===== src/rtl/regfile_wb_scheduler_pkg.sv =====
`default_nettype none
// ============================================================================
// Module      : regfile_wb_scheduler_pkg
// Description : Shared register-file encoding constants and hazard helper used
//               by the writeback scheduler and the register file itself.
// Revision    : 1.0 - initial release
// ============================================================================
package regfile_wb_scheduler_pkg;

  // Destination index width (r0..r31) and source index width (adds pc).
  localparam int REG_IDX_W = 5;
  localparam int SRC_IDX_W = 6;
  localparam int DATA_W    = 32;

  // Source encodings that never carry a register hazard.
  localparam logic [SRC_IDX_W-1:0] REG_ZERO = 6'd0;
  localparam logic [SRC_IDX_W-1:0] REG_PC   = 6'd32;

  // True when a source index names a real, writable register. Indices 33..63
  // alias onto r1..r31 through their low bits, exactly as the register file.
  function automatic logic src_is_reg(input logic [SRC_IDX_W-1:0] s);
    return (s != REG_ZERO) && (s != REG_PC);
  endfunction

endpackage
`default_nettype wire


===== src/rtl/regfile_wb_scheduler_if.sv =====
`default_nettype none
// ============================================================================
// Module      : regfile_wb_scheduler_if
// Description : Writeback requester handshakes (ALU, load) plus the issue-stage
//               hazard query, bundled for the writeback scheduler.
// Revision    : 1.0 - initial release
// ============================================================================
interface regfile_wb_scheduler_if #(
  parameter int DATA_W = 32
);
  // ALU writeback request
  logic              alu_valid;
  logic              alu_ready;
  logic [4:0]        alu_d;
  logic [DATA_W-1:0] alu_val;
  // Load writeback request
  logic              mem_valid;
  logic              mem_ready;
  logic [4:0]        mem_d;
  logic [DATA_W-1:0] mem_val;
  // Issue-stage hazard query
  logic              issue_valid;
  logic [5:0]        issue_s1;
  logic [5:0]        issue_s2;
  logic [4:0]        issue_d;
  logic              issue_stall;

  // Pipeline side: presents requests and instructions.
  modport master (
    output alu_valid, alu_d, alu_val,
    output mem_valid, mem_d, mem_val,
    output issue_valid, issue_s1, issue_s2, issue_d,
    input  alu_ready, mem_ready, issue_stall
  );

  // Scheduler side: grants requests and reports hazards.
  modport slave (
    input  alu_valid, alu_d, alu_val,
    input  mem_valid, mem_d, mem_val,
    input  issue_valid, issue_s1, issue_s2, issue_d,
    output alu_ready, mem_ready, issue_stall
  );
endinterface
`default_nettype wire


===== src/rtl/regfile_wb_scheduler_scoreboard.sv =====
`default_nettype none
// ============================================================================
// Module      : regfile_scoreboard
// Description : Per-register pending-write bits. Set when a writing
//               instruction issues, cleared when the register file write
//               happens; stalls issue on RAW/WAW hazards.
// Revision    : 1.0 - initial release
// ============================================================================
module regfile_scoreboard #(
  parameter int NUM_REGISTERS = 32
) (
  input  wire logic       clk,
  input  wire logic       rst,
  input  wire logic       i_issue_valid,
  input  wire logic [5:0] i_issue_s1,
  input  wire logic [5:0] i_issue_s2,
  input  wire logic [4:0] i_issue_d,
  input  wire logic       i_clr_en,
  input  wire logic [4:0] i_clr_d,
  output logic            o_stall,
  output logic            o_empty
);
  import regfile_wb_scheduler_pkg::*;

  logic [NUM_REGISTERS-1:0] r_pend;
  logic [NUM_REGISTERS-1:0] w_pend_next;
  logic                     w_hit_s1;
  logic                     w_hit_s2;
  logic                     w_hit_d;
  logic                     w_set;

  // Hazard lookup and next pending vector; set is applied after clear so a
  // same-index set/clear on one edge leaves the bit set.
  always_comb begin
    w_hit_s1 = src_is_reg(i_issue_s1) && r_pend[i_issue_s1[REG_IDX_W-1:0]];
    w_hit_s2 = src_is_reg(i_issue_s2) && r_pend[i_issue_s2[REG_IDX_W-1:0]];
    w_hit_d  = r_pend[i_issue_d];
    o_stall  = i_issue_valid && (w_hit_s1 || w_hit_s2 || w_hit_d);
    w_set    = i_issue_valid && !o_stall && (i_issue_d != '0);
    w_pend_next = r_pend;
    if (i_clr_en) begin
      w_pend_next[i_clr_d] = 1'b0;
    end
    if (w_set) begin
      w_pend_next[i_issue_d] = 1'b1;
    end
    w_pend_next[0] = 1'b0;
    o_empty = (r_pend == '0);
  end

  // Pending-write state; reset discards all outstanding writes.
  always_ff @(posedge clk or posedge rst) begin
    if (rst) begin
      r_pend <= '0;
    end else begin
      r_pend <= w_pend_next;
    end
  end

endmodule
`default_nettype wire


===== src/rtl/regfile_wb_scheduler.sv =====
`default_nettype none
// ============================================================================
// Module      : regfile_wb_scheduler
// Description : Round-robin arbitration of ALU and load writebacks onto the
//               single register-file write port, with a registered write
//               stage and a pending-write scoreboard for the issue stage.
// Revision    : 1.0 - initial release
// ============================================================================
module regfile_wb_scheduler #(
  parameter int NUM_REGISTERS = 32,
  parameter int DATA_W        = 32
) (
  input  wire logic                  clk,
  input  wire logic                  rst,
  regfile_wb_scheduler_if.slave      bus,
  output logic                       o_rf_we,
  output logic [4:0]                 o_rf_d,
  output logic [DATA_W-1:0]          o_rf_dval,
  output logic                       o_idle
);
  import regfile_wb_scheduler_pkg::*;

  logic r_rr_last;    // 1 = load path won the most recent tie
  logic w_tie;
  logic w_grant_alu;
  logic w_grant_mem;
  logic w_stall;
  logic w_sb_empty;

  // Grant: a lone requester always wins; on a tie the side not named by
  // r_rr_last wins, so the first tie after reset goes to the load path.
  always_comb begin
    w_tie       = bus.alu_valid && bus.mem_valid;
    w_grant_mem = bus.mem_valid && (!bus.alu_valid || !r_rr_last);
    w_grant_alu = bus.alu_valid && !w_grant_mem;
  end

  assign bus.alu_ready   = w_grant_alu;
  assign bus.mem_ready   = w_grant_mem;
  assign bus.issue_stall = w_stall;

  // Write-port register: one-cycle rf_we pulse per accepted nonzero
  // destination; a d=0 transfer completes the handshake without writing.
  always_ff @(posedge clk or posedge rst) begin
    if (rst) begin
      o_rf_we   <= 1'b0;
      o_rf_d    <= '0;
      o_rf_dval <= '0;
      r_rr_last <= 1'b0;
    end else begin
      if (w_grant_alu) begin
        o_rf_we   <= (bus.alu_d != '0);
        o_rf_d    <= bus.alu_d;
        o_rf_dval <= bus.alu_val;
      end else if (w_grant_mem) begin
        o_rf_we   <= (bus.mem_d != '0);
        o_rf_d    <= bus.mem_d;
        o_rf_dval <= bus.mem_val;
      end else begin
        o_rf_we   <= 1'b0;
      end
      if (w_tie) begin
        r_rr_last <= w_grant_mem;
      end
    end
  end

  // Clearing on the registered write means the stall drops only once the
  // register file has been written at the preceding negedge.
  regfile_scoreboard #(
    .NUM_REGISTERS (NUM_REGISTERS)
  ) u_scoreboard (
    .clk           (clk),
    .rst           (rst),
    .i_issue_valid (bus.issue_valid),
    .i_issue_s1    (bus.issue_s1),
    .i_issue_s2    (bus.issue_s2),
    .i_issue_d     (bus.issue_d),
    .i_clr_en      (o_rf_we),
    .i_clr_d       (o_rf_d),
    .o_stall       (w_stall),
    .o_empty       (w_sb_empty)
  );

  assign o_idle = w_sb_empty && !o_rf_we;

endmodule
`default_nettype wire


===== src/flat_wrapper.sv =====
// flat-port wrapper written by rule: the top's interface ports become plain ports
module regfile_wb_scheduler_flat import regfile_wb_scheduler_pkg::*;
#(
  parameter int NUM_REGISTERS = 32,
  parameter int DATA_W        = 32
)
  (clk, rst, o_rf_we, o_rf_d, o_rf_dval, o_idle, bus_alu_valid, bus_alu_d, bus_alu_val, bus_mem_valid, bus_mem_d, bus_mem_val, bus_issue_valid, bus_issue_s1, bus_issue_s2, bus_issue_d, bus_alu_ready, bus_mem_ready, bus_issue_stall);
  regfile_wb_scheduler_if #(.DATA_W(DATA_W)) bus_i ();
  input  wire logic clk;
  input  wire logic rst;
  output logic o_rf_we;
  output logic [4:0] o_rf_d;
  output logic [DATA_W-1:0] o_rf_dval;
  output logic o_idle;
  input wire logic [$bits(bus_i.alu_valid)-1:0] bus_alu_valid;
  input wire logic [$bits(bus_i.alu_d)-1:0] bus_alu_d;
  input wire logic [$bits(bus_i.alu_val)-1:0] bus_alu_val;
  input wire logic [$bits(bus_i.mem_valid)-1:0] bus_mem_valid;
  input wire logic [$bits(bus_i.mem_d)-1:0] bus_mem_d;
  input wire logic [$bits(bus_i.mem_val)-1:0] bus_mem_val;
  input wire logic [$bits(bus_i.issue_valid)-1:0] bus_issue_valid;
  input wire logic [$bits(bus_i.issue_s1)-1:0] bus_issue_s1;
  input wire logic [$bits(bus_i.issue_s2)-1:0] bus_issue_s2;
  input wire logic [$bits(bus_i.issue_d)-1:0] bus_issue_d;
  output wire logic [$bits(bus_i.alu_ready)-1:0] bus_alu_ready;
  output wire logic [$bits(bus_i.mem_ready)-1:0] bus_mem_ready;
  output wire logic [$bits(bus_i.issue_stall)-1:0] bus_issue_stall;
  assign bus_i.alu_valid = bus_alu_valid;
  assign bus_i.alu_d = bus_alu_d;
  assign bus_i.alu_val = bus_alu_val;
  assign bus_i.mem_valid = bus_mem_valid;
  assign bus_i.mem_d = bus_mem_d;
  assign bus_i.mem_val = bus_mem_val;
  assign bus_i.issue_valid = bus_issue_valid;
  assign bus_i.issue_s1 = bus_issue_s1;
  assign bus_i.issue_s2 = bus_issue_s2;
  assign bus_i.issue_d = bus_issue_d;
  assign bus_alu_ready = bus_i.alu_ready;
  assign bus_mem_ready = bus_i.mem_ready;
  assign bus_issue_stall = bus_i.issue_stall;
  regfile_wb_scheduler #(.NUM_REGISTERS(NUM_REGISTERS), .DATA_W(DATA_W)) u_core (.clk(clk), .rst(rst), .bus(bus_i), .o_rf_we(o_rf_we), .o_rf_d(o_rf_d), .o_rf_dval(o_rf_dval), .o_idle(o_idle));
endmodule

===== config.mk =====
export PLATFORM = sky130hd
export DESIGN_NAME = regfile_wb_scheduler_flat
export DESIGN_NICKNAME = d
export VERILOG_FILES = /design/src/rtl/regfile_wb_scheduler_pkg.sv /design/src/rtl/regfile_wb_scheduler_if.sv /design/src/rtl/regfile_wb_scheduler_scoreboard.sv /design/src/rtl/regfile_wb_scheduler.sv /design/src/flat_wrapper.sv
export SDC_FILE = /design/constraint.sdc
export NUM_CORES = 1
export LEC_CHECK = 0
export ABC_CLOCK_PERIOD_IN_PS = 3100
export BUFFER_PORTS_ARGS = -buffer_cell sky130_fd_sc_hd__clkbuf_2
export CORE_UTILIZATION = 30
export CTS_CLUSTER_DIAMETER = 40
export DETAILED_ROUTE_END_ITERATION = 8
export HOLD_SLACK_MARGIN = 0.06
export PLACE_DENSITY = 0.53
export SKIP_CTS_REPAIR_TIMING = 1
export SYNTH_ARGS = -nofsm -noshare
export SYNTH_HDL_FRONTEND = slang
export SYNTH_SLANG_ARGS = --single-unit
export TNS_END_PERCENT = 1

===== constraint.sdc =====
create_clock -name clk -period 3.1 [get_ports clk]
set_clock_uncertainty 0.1 [all_clocks]
set_input_delay 0.62 -clock clk [delete_from_list [all_inputs] [get_ports clk]]
set_output_delay 0.62 -clock clk [all_outputs]
set_load 0.02 [all_outputs]

==> results of run 1 <==
[layer usage]
layer | wire, um | vias to the layer above
met5 | 0 | -
met4 | 212 | 0
met2 | 6750 | 207
met3 | 1340 | 19
li1 | - | 2036
met1 | 6390 | 2148
[report_power, final]
group          total (W)  switching (W)  internal, W
sequential       0.00164       0.000388      0.00125
combinational    0.00183       0.000995     0.000832
clock            0.00111       0.000391     0.000724
total            0.00458        0.00177      0.00280
[per-stage QoR]
stage	cell area, sq um	hold WS, ps	setup slack [ps]	cells	total power, W
floorplan	4450	353	-78.1	449	0.00269
global placement	5450	378	-382	769	0.00341
detailed placement	5450	381	-399	769	0.00344
CTS	5770	210	-401	785	0.00457
global route	5790	235	-223	785	0.00485
finish	5790	203	-152	785	0.00458
[kinds of logic after synthesis]
group	after synthesis
compound gates	125
xor+xnor	1
buf+inv	38
flops	70
mux	76
simple gates	139
[flip-flops by register name, summed over array words and instances (netlist names)]
register / cells
u_core.o_rf_d: 5
u_core.o_rf_dval: 32
u_core.o_rf_we: 1
u_core.r_rr_last: 1
u_core.u_scoreboard.r_pend: 31
[layout make-up]
class                      count  area, sq um
tap                          180          225
clock inverter                 4         70.1
multi-input combinational    341         2490
inverter                       6         22.5
clock buffer                  12          246
sequential                    70         1750
timing repair buffer         172          975
fill                        1402         8310
[layout by cell type, fill, tap and decap left out, types with 10 or more instances in the layout]
master,Yosys,routed
buf_4,1,36
nand3_1,11,11
o41ai_1,14,14
o31ai_1,12,12
o22ai_1,39,39
o21ai_0,35,35
mux2i_1,29,28
dfrtp_1,70,69
clkbuf_2,0,133
mux2_2,36,36
mux4_2,10,10
nor2_1,78,78
nand3b_1,11,11
[final timing paths]
path | from | endpoint
max reg2reg | u_core.u_scoreboard.r_pend[13]$_DFF_PP0_ | u_core.u_scoreboard.r_pend[2]$_DFF_PP0_
min reg2reg | u_core.r_rr_last$_DFFE_PP0P_ | u_core.r_rr_last$_DFFE_PP0P_
min | rst | u_core.o_rf_dval[26]$_DFFE_PP0P_
max in group asynchronous | rst | u_core.u_scoreboard.r_pend[13]$_DFF_PP0_
max | bus_issue_s1[0] | bus_issue_stall
min in group clk | u_core.r_rr_last$_DFFE_PP0P_ | u_core.r_rr_last$_DFFE_PP0P_
[worst register-to-register path: stages, from the launching register on]
cell and delay, ps:
dfrtp_2 440, mux4_2 490, mux2i_2 200, o22ai_1 110, or4_4 590, buf_4 280
o41ai_1 430
==> flow_metrics.tcl, run 1 <==
set metrics [dict create \
    drive_gt1_frac 0.410 \
    fmax_mhz 307 \
    dp_hpwl_mm 10.7 \
    cts.sinks 70 \
    ff2ff_path_depth 6 \
    finalCritPeriodShare 1.05 \
    vdd_drop_max_uv 284 \
    crit_type "input port to output port" \
    cp-end-kind "output port" \
    yosys_warnings 0 \
    final_util 0.410 \
    synthAdderAreaFrac 0 \
    drtAntennaViolNets 0 \
    use_met1 0.264 \
    fp.dieArea_sq_um 15200 \
    first_pass_iters 4 \
    worstPathMaxFanout 7 \
    startpoint_type "input port" \
    seq_area_frac_synth 0.398 \
    port-buffer-count 135 \
    nets 696 \
    numCtsBuffers 9 \
    vias 4410 \
    ys_seq_elements 70 \
    core-area_sq_um 14100 \
    start_util 0.312 \
    cts_buffer_depth 2 \
    drt-initial-drc-count 268 \
    io_pins 138 \
    yosysMostFrequentCell "nor2_1" \
    clk_pin_slew_ps 60 \
    grt_overflow 0 \
    max_cap_violations 0 \
    slowest_delay_ps 590 \
    grt_setup_unrepaired "true" \
    top_usage_layer "met2" \
    ys_types 42 \
    drc 0 \
    violations "negative setup slack" \
    fp.dieH_um 123 \
    grt_pass1_vias 4510 \
    cts_tree "built" \
    grt_max_degree 50 \
    cts_root_buffer "clkbuf_16" \
    status "complete, but fails checks" \
    path_depth 7 \
    synthTopCellsByArea "dfrtp_1 (40%), mux2_2 (9.2%), nor2_1 (6.6%)" \
    postRouteWirelength_mm 14.7 \
    synth_common_cells "nor2_1 (78), dfrtp_1 (70), o22ai_1 (39)" \
    syn_nets 545 \
    antennaDiodeCount 0 \
    leakagePower_nw 2.55 \
    cts-htree-levels 3 \
    synth-xor-area-share 0.00199 \
    synth-async-reset-ratio 1.00 \
    worst_path_max_delay_cell "or4_4" \
    finalWorstPathRequiredPeriod_ps 3250 \
    muxShareOfSynthArea 0.212 \
    met3_usage 0.0595 \
    crit_family "multiplexers" \
    reg2reg_slack_ps 330 \
    crit_required_ps 2380 \
    synth_cells 449 \
    critPathBufInv 2 \
    die_w_um 123 \
    wl_per_cell_um 18.7 \
    grt_pass1_wl_mm 23.5 \
    yosys.area.top_type "dfrtp_1" \
    synth_compound_area_frac 0.198 \
    cp_cell_sequence "buf_6, mux4_2, mux2i_2, o22ai_1, or4_4, o21a_4, clkbuf_2" \
    ys.flop_type "dfrtp_1" \
    relSlewSlack 0.651 \
    synth.avg_cell_area_sq_um 9.81 \
    synth_top_area_share 0.398 \
    arrival_ps 2530 \
    netlist_area_sq_um 4400 \
    synth_simple_gate_area_frac 0.151 \
    via_per_inst 5.62 \
    tightest_slew_ps 521 \
    setup_slack_ps -152 \
    drv_slew 0 \
    powerDensity_nw_per_um2 791 \
    clk_latency_ps 330 \
    num_rows 43 \
    synth_top_family_by_area "multiplexers" \
    grtUsageMet2 0.316 \
    syn_to_final_growth_pct 31.4 \
    finalSetupViolations 1 \
    synth-edff-count 0 \
    hold_class "input port to asynchronous set/reset pin" \
    grt_usage 0.203 \
    antenna_found_initial 0 \
    hold_viol 0 \
    gp_congestion 0.935 \
    tns_ps -152 \
]
Note: power is estimated with default switching activity, not from simulation.
==> run 2, diff against run 1 <==
--- a/config.mk
+++ b/config.mk
@@ -12,6 +12,7 @@
 export DETAILED_ROUTE_END_ITERATION = 8
 export HOLD_SLACK_MARGIN = 0.06
 export PLACE_DENSITY = 0.53
+export RECOVER_POWER = 25
 export SKIP_CTS_REPAIR_TIMING = 1
 export SYNTH_ARGS = -nofsm -noshare
 export SYNTH_HDL_FRONTEND = slang
==> flow_metrics.tcl, run 2 (synthesized netlist as in run 1, its figures left out) <==
set metrics [dict create \
    status "complete, but fails checks" \
    violations "negative setup slack" \
    switching_share 0.388 \
    worstPathMaxFanout 7 \
    clk_pin_slew_ps 60 \
    crit_family "multiplexers" \
    die_w_um 123 \
    via_per_inst 5.61 \
    wl_per_cell_um 18.7 \
    top_regs "u_core.o_rf_dval x32, u_core.u_scoreboard.r_pend x31, u_core.o_rf_d x5" \
    setup_slack_ps -152 \
    pwr-share-seq 0.358 \
    p_int_w 0.00280 \
    num_rows 43 \
    drive_gt1_frac 0.408 \
    pre_cts_slack_ps -399 \
    fp.dieArea_sq_um 15200 \
    cts_buffer_depth 2 \
    grt_pass1_vias 4510 \
    p_clk_frac 0.244 \
    nFillCells 1403 \
    crit_required_ps 2380 \
    cp-end-kind "output port" \
    holdWs_ps 347 \
    port-buffer-count 135 \
    drv_slew 0 \
    tns_ps -152 \
    leakagePower_nw 2.54 \
    dp.cells 769 \
    cp_cell_sequence "buf_6, mux4_2, mux2i_2, o22ai_1, or4_4, o21a_4, clkbuf_2" \
    antennaDiodeCount 0 \
    powerDensity_nw_per_um2 793 \
    syn_to_final_growth_pct 31.1 \
    io_pins 138 \
    crit_type "input port to output port" \
    hold_class "input port to asynchronous set/reset pin" \
    final_cells 785 \
    cts-htree-levels 3 \
    cts_tree "built" \
    vdd_drop_max_uv 284 \
    max_cap_violations 0 \
    first_pass_iters 4 \
    relSlewSlack 0.165 \
    cts_root_buffer "clkbuf_16" \
    drt-initial-drc-count 268 \
    gp_congestion 0.935 \
    grt_pass1_wl_mm 23.5 \
    worst_path_max_delay_cell "or4_4" \
    slowest_delay_ps 590 \
    arrival_ps 2530 \
    finalCritPeriodShare 1.05 \
    grt_setup_unrepaired "true" \
    postRouteWirelength_mm 14.7 \
    numCtsBuffers 9 \
    grt_usage 0.203 \
    final_cell_mix "clkbuf_2 (134), nor2_1 (78), dfrtp_1 (69)" \
    final_common_cell "clkbuf_2" \
    dp_hpwl_mm 10.7 \
    nets 696 \
    finalWorstPathRequiredPeriod_ps 3250 \
    tightest_slew_ps 1250 \
    largest_reg_flops 32 \
    critPathBufInv 2 \
    fmax_mhz 307 \
    drc 0 \
    switchingPower_w 0.00178 \
    fp.dieH_um 123 \
    antenna_found_initial 0 \
    drtAntennaViolNets 0 \
    clk_latency_ps 330 \
    startpoint_type "input port" \
    vias 4404 \
    hold_viol 0 \
    finalSetupViolations 1 \
    core-area_sq_um 14100 \
    combPwrFrac 0.399 \
    power.total_w 0.00458 \
    grt_overflow 0 \
    cts.sinks 70 \
    grt_max_degree 50 \
    start_util 0.312 \
    top_register "u_core.o_rf_dval" \
]
-- run 2: cell types whose count changed in the layout (fill, tap and decap cells not counted) --
cell / delta
buf_12: -1
inv_1: +1
inv_2: -1
clkbuf_2: +1
-- run 2: final timing paths --
path	from	to	slack, ps	cells after the start
worst min register to register	u_core.r_rr_last$_DFFE_PP0P_	u_core.r_rr_last$_DFFE_PP0P_	390	1
worst min-delay path	rst	u_core.o_rf_dval[26]$_DFFE_PP0P_	350	2
max in group asynchronous	rst	u_core.u_scoreboard.r_pend[13]$_DFF_PP0_	740	3
worst max-delay path	bus_issue_s1[0]	bus_issue_stall	-150	7
min in group clk	u_core.r_rr_last$_DFFE_PP0P_	u_core.r_rr_last$_DFFE_PP0P_	390	1
worst max register to register	u_core.u_scoreboard.r_pend[13]$_DFF_PP0_	u_core.u_scoreboard.r_pend[2]$_DFF_PP0_	330	6
-- run 2: power groups by stage --
stage	clock network (W)	registers [W]	logic [W]
finish	0.00111	0.00164	0.00183
detailed placement	0	0.00163	0.00181
CTS	0.00114	0.00162	0.00181
global route	0.00117	0.00168	0.00200
floorplan	0	0.00166	0.00103
global placement	0	0.00163	0.00178
-- run 2: layer usage --
layer,vias up,part of all wire,GRT usage
met1,2146,0.44,0.264
met3,19,0.088,0.0595
met2,203,0.46,0.316
li1,2036,-,-
met5,-,0,0
met4,0,0.014,0.0783
-- run 2: metrics by stage --
stage	area, sq um	util
3_3_place_gp	5450	0.387
4_1_cts	5770	0.409
3_5_place_dp	5450	0.387
6_report	5770	0.409
2_1_floorplan	4450	-
5_1_grt	5770	0.409
-- run 2: area by class of cell --
| type | count | area (sq um) | area share |
|---|---|---|---|
| tap | 180 | 225 | 0.0390 |
| multi-input combinational | 341 | 2490 | 0.432 |
| timing repair buffer | 172 | 960 | 0.166 |
| sequential | 70 | 1750 | 0.304 |
| clock inverter | 4 | 70.1 | 0.0121 |
| clock buffer | 12 | 246 | 0.0427 |
| inverter | 6 | 22.5 | 0.00390 |
==> run 3, diff against run 2 <==
--- a/config.mk
+++ b/config.mk
@@ -5,13 +5,14 @@
 export SDC_FILE = /design/constraint.sdc
 export NUM_CORES = 1
 export LEC_CHECK = 0
+export ABC_AREA = 1
 export ABC_CLOCK_PERIOD_IN_PS = 3100
 export BUFFER_PORTS_ARGS = -buffer_cell sky130_fd_sc_hd__clkbuf_2
 export CORE_UTILIZATION = 30
 export CTS_CLUSTER_DIAMETER = 40
 export DETAILED_ROUTE_END_ITERATION = 8
 export HOLD_SLACK_MARGIN = 0.06
-export PLACE_DENSITY = 0.53
+export PLACE_DENSITY = 0.52
 export RECOVER_POWER = 25
 export SKIP_CTS_REPAIR_TIMING = 1
 export SYNTH_ARGS = -nofsm -noshare
==> flow_metrics.tcl, run 3 <==
set metrics [dict create \
    grt_overflow 0 \
    final_cell_mix "nand2_1 (272), clkbuf_2 (135), dfrtp_1 (70)" \
    synth_common_cells "nand2_1 (272), dfrtp_1 (70), nand3_1 (67)" \
    pwr-share-seq 0.435 \
    drtAntennaViolNets 0 \
    relSlewSlack 0.157 \
    grt_pass1_wl_mm 24.3 \
    cts_tree "built" \
    num_rows 44 \
    dp_hpwl_mm 11.5 \
    via_per_inst 5.04 \
    first_pass_iters 5 \
    fp.dieArea_sq_um 15200 \
    drt-initial-drc-count 360 \
    switching_share 0.408 \
    start_util 0.306 \
    ys_seq_elements 70 \
    final_cells 988 \
    wl_per_cell_um 15.2 \
    yosysMostFrequentCell "nand2_1" \
    final_util 0.380 \
    grt_usage 0.209 \
    die_w_um 123 \
    grt_max_degree 39 \
    synth-edff-count 0 \
    core-area_sq_um 14500 \
    drive_gt1_frac 0.209 \
    antenna_found_initial 0 \
    hold_class "input port to flip-flop" \
    tns_ps 0 \
    cts.sinks 70 \
    fp.dieH_um 123 \
    combPwrFrac 0.302 \
    nets 895 \
    clk_pin_slew_ps 60 \
    io_pins 138 \
    powerDensity_nw_per_um2 647 \
    grt_setup_unrepaired "false" \
    cts_buffer_depth 2 \
    cp-end-kind "output port" \
    yosys_warnings 0 \
    status "finished, final reports clean" \
    numCtsBuffers 9 \
    final_common_cell "nand2_1" \
    tightest_slew_ps 1260 \
    drv_slew 0 \
    p_int_w 0.00211 \
    cts-htree-levels 3 \
    max_cap_violations 0 \
    syn_to_final_growth_pct 24.3 \
    largest_reg_flops 32 \
    crit_required_ps 2380 \
    netlist_area_sq_um 4430 \
    top_register "u_core.o_rf_dval" \
    vdd_drop_max_uv 300 \
    finalWorstPathRequiredPeriod_ps 2810 \
    vias 4977 \
    fmax_mhz 355 \
    postRouteWirelength_mm 15.0 \
    gp_congestion 0.897 \
    power.total_w 0.00356 \
    synth_top_area_share 0.396 \
    ys.flop_type "dfrtp_1" \
    seq_area_frac_synth 0.396 \
    synthTopCellsByArea "dfrtp_1 (40%), nand2_1 (23%), nand3_1 (7.6%)" \
    startpoint_type "input port" \
    ys_types 25 \
    nFillCells 1594 \
    finalSetupViolations 0 \
    synth-async-reset-ratio 1.00 \
    switchingPower_w 0.00145 \
    leakagePower_nw 2.85 \
    synth_cells 672 \
    top_regs "u_core.o_rf_dval x32, u_core.u_scoreboard.r_pend x31, u_core.o_rf_d x5" \
    hold_viol 0 \
    finalCritPeriodShare 0.908 \
    yosys.area.top_type "dfrtp_1" \
    drc 0 \
    crit_type "input port to output port" \
    synth.avg_cell_area_sq_um 6.59 \
    port-buffer-count 135 \
    dp.cells 972 \
    cts_root_buffer "clkbuf_16" \
    grt_pass1_vias 4803 \
    syn_nets 768 \
    p_clk_frac 0.263 \
    worstPathMaxFanout 18 \
    clk_latency_ps 330 \
    antennaDiodeCount 0 \
    holdWs_ps 390 \
    arrival_ps 2090 \
]
[run 3: changes by cell type in the layout (fill, tap and decap cells not counted), sizes merged, moves of 12 or more]
| cell | delta |
|---|---|
| nand2 | +264 |
| buf | -28 |
| inv | +47 |
| o22ai | -39 |
| nand4 | +34 |
| nor2 | -23 |
| nand3 | +56 |
| mux2 | -37 |
| mux2i | -29 |
| o41ai | -19 |
| o31ai | -12 |
[run 3: power groups by stage]
stage / registers [W] / clock network [W] / logic (W)
floorplan: 0.00146 / 0 / 0.000717
CTS: 0.00154 / 0.000966 / 0.00109
global placement: 0.00155 / 0 / 0.00106
global route: 0.00159 / 0.000999 / 0.00124
finish: 0.00155 / 0.000936 / 0.00108
detailed placement: 0.00155 / 0 / 0.00108
[run 3: path summary, 6_finish.rpt]
kind                                         startpoint                                       end  slack (ps)  cells after the start
min reg2reg                u_core.r_rr_last$_DFFE_PP0P_              u_core.r_rr_last$_DFFE_PP0P_         390                      2
min                                      bus_alu_val[2]           u_core.o_rf_dval[2]$_DFFE_PP0P_         390                      3
max in group asynchronous                           rst  u_core.u_scoreboard.r_pend[14]$_DFF_PP0_         830                      3
min in group asynchronous                           rst          u_core.o_rf_dval[15]$_DFFE_PP0P_         510                      2
max reg2reg                u_core.r_rr_last$_DFFE_PP0P_                  u_core.o_rf_we$_DFF_PP0_        1180                      7
max                                      bus_issue_d[0]                           bus_issue_stall         290                     15
[run 3: per-layer routing]
| layer | routed length (um) | track usage |
|---|---|---|
| met5 | 0 | 0 |
| met4 | 259 | 0.0761 |
| met2 | 6760 | 0.332 |
| met1 | 6650 | 0.275 |
| met3 | 1310 | 0.0470 |
[run 3: through the flow]
stage | setup WS (ps) | cell area [sq um]
after floorplan | 612 | 4430
after global placement | 314 | 5250
after detailed placement | 305 | 5250
after CTS | 300 | 5520
after global routing | 62.3 | 5500
final | 286 | 5500
[run 3: cells by family after synthesis]
| kind of cell | after synthesis | synth area share |
|---|---|---|
| buffers and inverters | 82 | 0.0856 |
| flip-flops | 70 | 0.396 |
| AND/OR/NAND/NOR | 453 | 0.433 |
| AO/OA/AOI/OAI | 67 | 0.0853 |
[run 3: final cells by class]
| type | instances | area [sq um] | share of cell area |
|---|---|---|---|
| Multi-Input combinational cell | 520 | 2300 | 0.418 |
| Inverter | 53 | 204 | 0.0371 |
| Clock inverter | 4 | 22.5 | 0.00409 |
| Clock buffer | 12 | 246 | 0.0448 |
| Sequential cell | 70 | 1750 | 0.318 |
| Timing Repair Buffer | 145 | 747 | 0.136 |
| Tap cell | 184 | 230 | 0.0418 |
[run 3: worst max-delay path, stage by stage]
cell      delay, ps
clkbuf_2        350
inv_6           130
nand2_1          90
nand2_1          50
nand2_1          50
nand2_1          50
nand2_1          50
nand2_1          50
nor2_1          100
nand2_1         100
a21oi_4         140
nand2_1          60
nand2_1          50
inv_1            40
clkbuf_2        140
